$ cat config.mk
export PLATFORM = sky130hd
export DESIGN_NAME = ex_stage_pipe_flat
export DESIGN_NICKNAME = d
export VERILOG_FILES = /design/src/rtl/ex_stage_pipe_if.sv /design/src/rtl/ex_stage_pipe.sv /design/src/flat_wrapper.sv
export SDC_FILE = /design/constraint.sdc
export NUM_CORES = 1
export LEC_CHECK = 0
export CORE_AREA = 2 2 103 105
export CTS_BUF_LIST = sky130_fd_sc_hd__clkbuf_2
export CTS_CLUSTER_SIZE = 40
export DETAILED_ROUTE_END_ITERATION = 16
export DIE_AREA = 0 0 105 107
export PLACE_DENSITY = 0.79
export SLEW_MARGIN = 15
export SYNTH_ARGS = -nofsm -noshare
export SYNTH_HDL_FRONTEND = slang
export SYNTH_SLANG_ARGS = --single-unit
$ cat constraint.sdc
create_clock -name clock -period 3.17 [get_ports clock]
set_input_delay 0.7925 -clock clock [delete_from_list [all_inputs] [get_ports clock]]
set_output_delay 0.7925 -clock clock [all_outputs]
set_load 0.005 [all_outputs]
$ cat src/rtl/ex_stage_pipe_if.sv
// Handshake bundle between register-read, the EX stage and memory/writeback.
// master = surrounding pipeline (drives operands, out_ready); slave = EX stage.
interface ex_stage_pipe_if #(
  parameter int WIDTH = 20,
  parameter int OPW   = 3
);
  logic             in_valid;
  logic             in_ready;
  logic [OPW-1:0]   op;
  logic [WIDTH-1:0] op_a;
  logic [WIDTH-1:0] op_b;
  logic [WIDTH-1:0] instr_in;
  logic             out_valid;
  logic             out_ready;
  logic [WIDTH-1:0] result;
  logic             zero;
  logic [WIDTH-1:0] instr_out;
  logic             busy;

  modport master (
    output in_valid, op, op_a, op_b, instr_in, out_ready,
    input  in_ready, out_valid, result, zero, instr_out, busy
  );

  modport slave (
    input  in_valid, op, op_a, op_b, instr_in, out_ready,
    output in_ready, out_valid, result, zero, instr_out, busy
  );
endinterface

$ cat src/rtl/ex_stage_pipe.sv
// ex_stage_pipe: registered EX-stage ALU; EX_STAGE_MUL_EN adds an iterative shift-add MUL on op 111.
// Latency: 1 cycle for single-cycle ops, WIDTH+1 cycles for MUL.
// Backpressure: in_ready drops while the output register is stalled, during reset, or while a MUL runs.
module ex_stage_pipe #(
  parameter int WIDTH = 20,
  parameter int OPW   = 3
) (
  input  logic               clock,
  input  logic               reset,
  ex_stage_pipe_if.slave     bus
);

  localparam logic [OPW-1:0] OP_ADD = OPW'(3'd0);
  localparam logic [OPW-1:0] OP_OR  = OPW'(3'd1);
  localparam logic [OPW-1:0] OP_AND = OPW'(3'd2);
  localparam logic [OPW-1:0] OP_NOT = OPW'(3'd3);
  localparam logic [OPW-1:0] OP_SUB = OPW'(3'd4);
  localparam logic [OPW-1:0] OP_XOR = OPW'(3'd5);
  localparam logic [OPW-1:0] OP_SLT = OPW'(3'd6);
  localparam logic [OPW-1:0] OP_MUL = OPW'(3'd7);

  logic             accept;
  logic             drain;
  logic             idle;
  logic [WIDTH-1:0] alu_res;

  logic             out_valid_q;
  logic [WIDTH-1:0] result_q;
  logic             zero_q;
  logic [WIDTH-1:0] instr_q;

  logic             mul_start;
  logic             mul_last;
  logic [WIDTH-1:0] mul_res;
  logic             mul_zero;
  logic [WIDTH-1:0] mul_instr;

  assign accept        = bus.in_valid && bus.in_ready;
  assign drain         = out_valid_q && bus.out_ready;
  assign bus.in_ready  = !reset && idle && (!out_valid_q || bus.out_ready);
  assign bus.out_valid = out_valid_q;
  assign bus.result    = result_q;
  assign bus.zero      = zero_q;
  assign bus.instr_out = instr_q;

  // Op 111 (and any unused encoding when OPW > 3) falls to zero here.
  always_comb begin
    alu_res = '0;
    case (bus.op)
      OP_ADD:  alu_res = bus.op_a + bus.op_b;
      OP_OR:   alu_res = bus.op_a | bus.op_b;
      OP_AND:  alu_res = bus.op_a & bus.op_b;
      OP_NOT:  alu_res = ~bus.op_a;
      OP_SUB:  alu_res = bus.op_a - bus.op_b;
      OP_XOR:  alu_res = bus.op_a ^ bus.op_b;
      OP_SLT:  alu_res = {{(WIDTH-1){1'b0}}, ($signed(bus.op_a) < $signed(bus.op_b))};
      default: alu_res = '0;
    endcase
  end

`ifdef EX_STAGE_MUL_EN
  typedef enum logic {
    IDLE = 1'b0,
    MUL  = 1'b1
  } state_t;

  localparam int CW = (WIDTH > 1) ? $clog2(WIDTH) : 1;
  localparam logic [CW-1:0] LAST = CW'(WIDTH - 1);

  state_t           state;
  state_t           state_nxt;
  logic             busy;
  logic [CW-1:0]    cnt;
  logic [WIDTH-1:0] mcand;
  logic [WIDTH-1:0] mplier;
  logic [WIDTH-1:0] acc;
  logic [WIDTH-1:0] acc_nxt;
  logic             zero_p;
  logic [WIDTH-1:0] instr_p;

  always_ff @(posedge clock) begin
    if (reset) state <= IDLE;
    else       state <= state_nxt;
  end

  always_comb begin
    state_nxt = state;
    busy      = 1'b0;
    case (state)
      IDLE: if (mul_start) state_nxt = MUL;
      MUL: begin
        busy = 1'b1;
        if (cnt == LAST) state_nxt = IDLE;
      end
      default: state_nxt = IDLE;
    endcase
  end

  assign idle      = (state == IDLE);
  assign bus.busy  = busy;
  assign mul_start = accept && (bus.op == OP_MUL);
  assign mul_last  = (state == MUL) && (cnt == LAST);
  // Final partial product is folded in combinationally so the result lands on the last MUL edge.
  assign acc_nxt   = acc + (mplier[0] ? mcand : '0);
  assign mul_res   = acc_nxt;
  assign mul_zero  = zero_p;
  assign mul_instr = instr_p;

  always_ff @(posedge clock) begin
    if (reset) begin
      cnt     <= '0;
      mcand   <= '0;
      mplier  <= '0;
      acc     <= '0;
      zero_p  <= 1'b0;
      instr_p <= '0;
    end else if (mul_start) begin
      cnt     <= '0;
      mcand   <= bus.op_a;
      mplier  <= bus.op_b;
      acc     <= '0;
      zero_p  <= (bus.op_a == bus.op_b);
      instr_p <= bus.instr_in;
    end else if (state == MUL) begin
      cnt    <= cnt + CW'(1);
      acc    <= acc_nxt;
      mcand  <= mcand << 1;
      mplier <= mplier >> 1;
    end
  end
`else
  assign idle      = 1'b1;
  assign bus.busy  = 1'b0;
  assign mul_start = 1'b0;
  assign mul_last  = 1'b0;
  assign mul_res   = '0;
  assign mul_zero  = 1'b0;
  assign mul_instr = '0;
`endif

  // A MUL accept only clears out_valid (via drain); the old result stays visible until MUL completes.
  always_ff @(posedge clock) begin
    if (reset) begin
      out_valid_q <= 1'b0;
      result_q    <= '0;
      zero_q      <= 1'b0;
      instr_q     <= '0;
    end else if (mul_last) begin
      out_valid_q <= 1'b1;
      result_q    <= mul_res;
      zero_q      <= mul_zero;
      instr_q     <= mul_instr;
    end else if (accept && !mul_start) begin
      out_valid_q <= 1'b1;
      result_q    <= alu_res;
      zero_q      <= (bus.op_a == bus.op_b);
      instr_q     <= bus.instr_in;
    end else if (drain) begin
      out_valid_q <= 1'b0;
    end
  end

endmodule

$ cat src/flat_wrapper.sv
// flat-port wrapper written by rule: the top's interface ports become plain ports
module ex_stage_pipe_flat 
#(
  parameter int WIDTH = 20,
  parameter int OPW   = 3
)
  (clock, reset, bus_in_valid, bus_op, bus_op_a, bus_op_b, bus_instr_in, bus_out_ready, bus_in_ready, bus_out_valid, bus_result, bus_zero, bus_instr_out, bus_busy);
  ex_stage_pipe_if #(.WIDTH(WIDTH), .OPW(OPW)) bus_i ();
  input  logic clock;
  input  logic reset;
  input wire logic [$bits(bus_i.in_valid)-1:0] bus_in_valid;
  input wire logic [$bits(bus_i.op)-1:0] bus_op;
  input wire logic [$bits(bus_i.op_a)-1:0] bus_op_a;
  input wire logic [$bits(bus_i.op_b)-1:0] bus_op_b;
  input wire logic [$bits(bus_i.instr_in)-1:0] bus_instr_in;
  input wire logic [$bits(bus_i.out_ready)-1:0] bus_out_ready;
  output wire logic [$bits(bus_i.in_ready)-1:0] bus_in_ready;
  output wire logic [$bits(bus_i.out_valid)-1:0] bus_out_valid;
  output wire logic [$bits(bus_i.result)-1:0] bus_result;
  output wire logic [$bits(bus_i.zero)-1:0] bus_zero;
  output wire logic [$bits(bus_i.instr_out)-1:0] bus_instr_out;
  output wire logic [$bits(bus_i.busy)-1:0] bus_busy;
  assign bus_i.in_valid = bus_in_valid;
  assign bus_i.op = bus_op;
  assign bus_i.op_a = bus_op_a;
  assign bus_i.op_b = bus_op_b;
  assign bus_i.instr_in = bus_instr_in;
  assign bus_i.out_ready = bus_out_ready;
  assign bus_in_ready = bus_i.in_ready;
  assign bus_out_valid = bus_i.out_valid;
  assign bus_result = bus_i.result;
  assign bus_zero = bus_i.zero;
  assign bus_instr_out = bus_i.instr_out;
  assign bus_busy = bus_i.busy;
  ex_stage_pipe #(.WIDTH(WIDTH), .OPW(OPW)) u_core (.clock(clock), .reset(reset), .bus(bus_i));
endmodule
==> results of run 1 <==
## stage by stage
step / instance area, µm² / setup TNS (ns) / hold slack [ns]
finish: 7340 / 0 / 0.473
floorplan: 4760 / 0 / 0.449
global placement: 6880 / -6.04 / 0.440
detailed placement: 6880 / -6.62 / 0.449
CTS: 7010 / -0.0340 / 0.474
global route: 7340 / -0.0441 / 0.498
## power groups by stage
stage	combinational [mW]	sequential, mW	clock (mW)
2_1_floorplan	0.496	0.601	0
3_3_place_gp	0.955	0.598	0
3_5_place_dp	0.977	0.601	0
4_1_cts	0.999	0.590	0.345
5_1_grt	1.18	0.594	0.364
6_report	1.09	0.591	0.340
## Yosys cell counts, types with 9 or more instances
master	n	area share
a211oi_1	13	0.021
o21ai_0	21	0.022
mux2i_1	10	0.021
inv_1	56	0.044
xnor2_1	11	0.020
buf_2	9	0.0095
clkbuf_1	23	0.018
nor3_1	20	0.021
nand2_1	68	0.054
mux2_2	9	0.021
nand3_1	27	0.028
a21oi_1	62	0.065
nor2_1	69	0.054
dfxtp_1	42	0.18
o21ai_1	11	0.012
ha_1	65	0.17
## what timing repair did
item                       in CTS  in global routing
pin swaps                       1                 16
setup endpoints to repair       6                 10
setup buffers                   0                  5
resized for setup              11                 65
## per-layer routing
metal	track usage	up-vias	routed length, µm
met1	0.357	2776	7220
li1	-	2771	-
met3	0.0432	36	1210
met5	0	-	0
met2	0.525	298	8320
met4	0.0933	0	330
## flip-flops by register name (all words and copies together) (netlist names)
name / flops
u_core.bus.instr_out: 20
u_core.bus.out_valid: 1
u_core.bus.result: 20
u_core.bus.zero: 1
## kinds of logic (layout without fill, tap and decap cells)
| group | after synthesis | after routing | share of synthesized area |
|---|---|---|---|
| AND/OR/NAND/NOR | 228 | 228 | 0.223 |
| AO/OA/AOI/OAI | 189 | 189 | 0.262 |
| buffers and inverters | 102 | 322 | 0.0860 |
| adder cells (fa/ha/maj) | 67 | 67 | 0.179 |
| flip-flops | 42 | 42 | 0.177 |
| multiplexers | 21 | 21 | 0.0471 |
| XOR/XNOR | 14 | 14 | 0.0258 |
| other | 1 | 1 | 0.000788 |
## area by class of cell
cell class / count / area (µm²)
inverters: 59 / 224
clock buffers: 6 / 30.0
multi-input cells: 520 / 3840
flip-flops and latches: 42 / 841
repair buffers: 255 / 2200
clock inverters: 2 / 37.5
well taps: 136 / 170
fillers: 817 / 2750
## worst register-to-register path, cell delays in order (launching register included)
cell and delay (ns):
dfxtp_1 0.37, nor2b_1 0.18, nor2_1 0.12, and2_1 0.19, nor2_1 0.77, a22oi_1 0.24, o211ai_2 0.12
## worst paths after layout
| check | depth (start not counted) | slack, ns | startpoint | endpoint |
|---|---|---|---|---|
| setup / recovery | 13 | 0.03 | bus_op_b[6] | u_core.bus.result[19] |
| hold / removal | 2 | 0.47 | u_core.bus.instr_out[13] | u_core.bus.instr_out[13] |
| setup reg to reg | 6 | 1.15 | u_core.bus.out_valid | u_core.bus.result[19] |
| hold reg to reg | 2 | 0.47 | u_core.bus.instr_out[13] | u_core.bus.instr_out[13] |
==> reports/metrics.yaml, run 1 <==
finish:
  fin_nets: 1017
  final_common_cell: "buf_4"
  utilization: 0.727
  syn_to_final_growth_pct: 54.3
  diodes: 0
  layoutNonFillerInstCount: 1020
  final_cell_mix: "buf_4 (145), clkdlybuf4s50_1 (100), nand2_1 (68)"
  layout-drive-gt1-share: 0.259
power_and_ir_drop:
  swShare: 0.375
  pwr-share-seq: 0.292
  power.density_nw_per_um2: 276
  comb_power_share: 0.540
  clkPwrFrac: 0.168
  leakage_nw: 3.39
  p_int_mw: 1.26
  p_sw_uw: 759
  ir_worst_vdd_mv: 0.159
  total_power_mw: 2.02
clock_tree:
  path_clk_slew_ns: 0.25
  cts_inserted_buffers: 5
  cts_tree: "built"
  cts_hold_buf: 0
  cts_root_buf: "clkbuf_2"
  insertion_delay_ns: 0.45
  clock_path_buffers: 2
  h-tree-depth: 2
  cts.sinks: 42
drt:
  vias: 5881
  wire_per_inst_um: 16.8
  routed_via_density: 5.77
  drt_iter0_markers: 475
  drcViolationCount: 0
  drt-total-wl_mm: 17.1
  ant_nets: 0
  drtPass1Iterations: 6
critical_path:
  path_cells: "clkdlybuf4s50_1 > inv_2 > ha_4 > nor2b_4 > nor2_1 > o41ai_2 > buf_4 > o41ai_4 > o31ai_1 > a21oi_1 > o41ai_2 > mux2i_1 > o211ai_2"
  critical_path.slowest_cell: "clkdlybuf4s50_1"
  endpoint_kind: "flip-flop"
  required_ns: 3.54
  cp_slowest_stage_delay_ns: 0.49
  path_buf_inv: 3
  path_class: "input port to flip-flop"
  start_kind: "input port"
  critPathTopFamily: "compound AO/OA/AOI/OAI gates"
  arrival_ns: 3.51
  cpMostUsedCell: "o41ai_2"
  cp_max_fo: 7
global_routing:
  track_usage: 0.292
  grt_pass1_vias: 5763
  grt_max_degree: 56
  grt_overflow: 0
  antenna_found_initial: 0
  grt_first_pass_wirelength_mm: 26.9
hold_path:
  hp-class: "flip-flop to flip-flop"
sta:
  max_freq_mhz: 318
  setup_viol: 0
  worst_pin_slew_ns: 1.02
  finClkSkew_ns: 0.0309
  period_share: 0.992
  final_max_slew_viol_count: 0
  maxSlewHeadroom: 0.318
  setup_slack_ns: 0.0262
  finalHoldViolCount: 0
  post-route-min-period_ns: 3.14
placement:
  place_congestion: 0.933
  pre_cts_ws_ns: -0.701
  dpl.hpwl_mm: 12.6
  portBuffers: 109
  dp.cells: 1007
logic_synthesis:
  ys_seq_area_frac: 0.177
  syn_inst: 664
  synth.ff_latch_count: 42
  ys_async_sr_fraction: 0
  synth_edf_count: 0
  yosysUniqueCellTypes: 69
  syn_nets: 798
  synth.avg_cell_area_um2: 7.17
  yosysWarnings: 0
  synth_area_um2: 4760
  synth_ff_type: "dfxtp_1"
die:
  die_width_um: 105
  die_area_um2: 11200
  io_pins: 111
  initial_core_util: 0.472
  num_rows: 37
  die_h_um: 107
  core_um2: 10100
job:
  max_cap_violations: 0
status:
  status: "finished clean"
(Power assumes the default switching activity.)
==> inputs of run 2 (changes only) <==
CTS_CLUSTER_SIZE = unset   (was 40)
GPL_ROUTABILITY_DRIVEN = 0   (was unset)
==> run 2 against run 1 <==
Critical path type unchanged. Fmax is 2.2% higher. Sequential power about the same. Hold slack lost 0.0058 ns. Total power grew 3.2%. Register-to-register slack better by 0.07 ns. Sequential cell count unchanged. Largest cell class unchanged. Via count decreased by 0.32%. Sequential share of layout area rose by 0.17 points. Clock-buffer cell count fell by 1. Global-route usage is 1.2 points lower. Final cell count down 0.88%.
==> reports/metrics.yaml, run 2 (synthesized netlist as in run 1, its figures left out) <==
sta:
  finalSetupTns_ns: 0  # unchanged
  post-route-min-period_ns: 3.08  # -0.0675 ns
  whs_ns: 0.467  # -0.00583 ns
  worst_pin_slew_ns: 0.948  # -0.0713 ns
  finClkSkew_ns: 0.0687  # +0.0378 ns
  maxSlewHeadroom: 0.365  # +0.0477
  setup_slack_ns: 0.0936  # +0.0675 ns
  max_freq_mhz: 325  # +2.2%
  period_share: 0.970  # -0.0213
  final_max_slew_viol_count: 0  # unchanged
  setup_viol: 0  # unchanged
  finalHoldViolCount: 0  # unchanged
drt:
  drtPass1Iterations: 7  # +1
  wire_per_inst_um: 16.5  # -1.8%
  routed_via_density: 5.80  # +0.56%
  vias: 5862  # -0.32%
  ant_nets: 0  # unchanged
  drt-total-wl_mm: 16.6  # -2.7%
  drt_iter0_markers: 582  # +23%
  drcViolationCount: 0  # unchanged
critical_path:
  required_ns: 3.61  # +0.07 ns
  r2r_setup_slack_ns: 1.22  # +0.07 ns
  cp_max_fo: 5  # -2
  start_kind: "input port"
  cp_slowest_stage_delay_ns: 0.48  # about the same
  arrival_ns: 3.52  # about the same
  path_class: "input port to flip-flop"
  endpoint_kind: "flip-flop"
  path_cells: "clkdlybuf4s50_1 > inv_1 > ha_2 > inv_1 > a31oi_2 > o41ai_2 > buf_4 > o41ai_4 > a2bb2oi_2 > a2111oi_2 > o21ai_1 > xnor2_1 > o21ai_1"
  critical_path.slowest_cell: "clkdlybuf4s50_1"
clock_tree:
  insertion_delay_ns: 0.49  # +0.04 ns
  cts_inserted_buffers: 5  # unchanged
  cts_root_buf: "clkbuf_2"
  clock_path_buffers: 2  # unchanged
  cts_hold_buf: 0  # unchanged
  cts_tree: "built"
  h-tree-depth: 2  # unchanged
  cts.sinks: 42  # unchanged
  path_clk_slew_ns: 0.33  # +0.08 ns
power_and_ir_drop:
  ir_worst_vdd_mv: 0.162  # +1.6%
  power.density_nw_per_um2: 289  # +4.7%
  leakage_nw: 3.34  # -1.5%
die:
  io_pins: 111  # unchanged
  die_h_um: 107  # unchanged
  die_width_um: 105  # unchanged
  core_um2: 10100  # unchanged
  num_rows: 37  # unchanged
  die_area_um2: 11200  # unchanged
  initial_core_util: 0.472  # unchanged
finish:
  final_cell_mix: "buf_4 (137), clkdlybuf4s50_1 (102), nand2_1 (68)"
  fillers: 807  # -1.2%
  multiInputGateArea_um2: 3790  # -1.4%
  diodes: 0  # unchanged
  utilization: 0.717  # -0.0104
  fin_nets: 1008  # -0.88%
  layout-drive-gt1-share: 0.246  # -0.0133
  final_common_cell: "buf_4"
  seq_area_um2: 841  # unchanged
  syn_to_final_growth_pct: 52.1
global_routing:
  grt_pass1_vias: 5605  # -2.7%
  grt_overflow: 0  # unchanged
  grt_max_degree: 37  # -34%
  antenna_found_initial: 0  # unchanged
  grt_first_pass_wirelength_mm: 26.1  # -2.9%
  track_usage: 0.280  # -0.0116
job:
  max_cap_violations: 0  # unchanged
placement:
  dpl.hpwl_mm: 12.5  # -0.95%
  pre_cts_ws_ns: -0.608  # +0.0923 ns
  portBuffers: 109  # unchanged
status:
  status: "finished clean"
hold_path:
  hp-class: "flip-flop to flip-flop"
## run 2: changes by cell type in the layout (fill, tap and decap cells not counted), sizes merged
cell	before	now
buf	148	139
clkdlybuf4s50	100	102
dlymetal6s2s	7	5
bufinv	1	2
clkbuf	6	5
clkinv	0	1
clkinvlp	1	0
## run 2: metrics by stage
| stage | instances | power [mW] | cell area [µm²] |
|---|---|---|---|
| floorplan | 664 | 1.10 | 4760 |
| global placement | 1001 | 1.53 | 6840 |
| detailed placement | 1001 | 1.56 | 6840 |
| CTS | 1009 | 2.00 | 6950 |
| global route | 1011 | 2.19 | 7240 |
| finish | 1011 | 2.09 | 7240 |
## run 2: worst max-delay path: cells and delay by family
kind                     cells  cell delay (ns)
AO/OA/AOI/OAI                7             1.38
adder cells (fa/ha/maj)      1             0.38
XOR/XNOR                     1             0.16
buffers and inverters        4             0.78
## run 2: final cells by class
cell class,count,area share
inverter,59,0.0306
clock inverter,3,0.00951
sequential,42,0.116
tap,136,0.0235
clock buffer,5,0.00346
multi-input combinational,520,0.524
timing repair buffer,246,0.293
## run 2: timing repair
item                                   in CTS  in global routing
setup endpoints to repair                   3                 10
gates cloned                                0                  0
endpoints found under the hold margin       0                  0
buffers inserted                            0                  2
gates resized for setup                     3                 58
pin swaps                                   1                 14
## run 2: routing by layer
metal / share of wire / vias to the layer above / GRT usage
li1: - / 2759 / -
met4: 0.031 / 0 / 0.0981
met2: 0.47 / 338 / 0.497
met5: 0 / - / 0
met1: 0.41 / 2714 / 0.345
met3: 0.083 / 51 / 0.0413
## run 2: final timing paths
check | cells after the start | end | from
min | 2 | u_core.bus.instr_out[5] | u_core.bus.instr_out[5]
min reg2reg | 2 | u_core.bus.instr_out[5] | u_core.bus.instr_out[5]
max reg2reg | 6 | u_core.bus.result[19] | u_core.bus.out_valid
max | 13 | u_core.bus.result[17] | bus_op_a[8]
## run 2: where the power goes
part / total, mW / leakage, nW / internal [mW] / switching (mW)
clock network: 0.437 / 0.0532 / 0.214 / 0.223
registers: 0.592 / 0.346 / 0.569 / 0.0234
logic: 1.06 / 2.94 / 0.540 / 0.520
total: 2.09 / 3.34 / 1.32 / 0.766
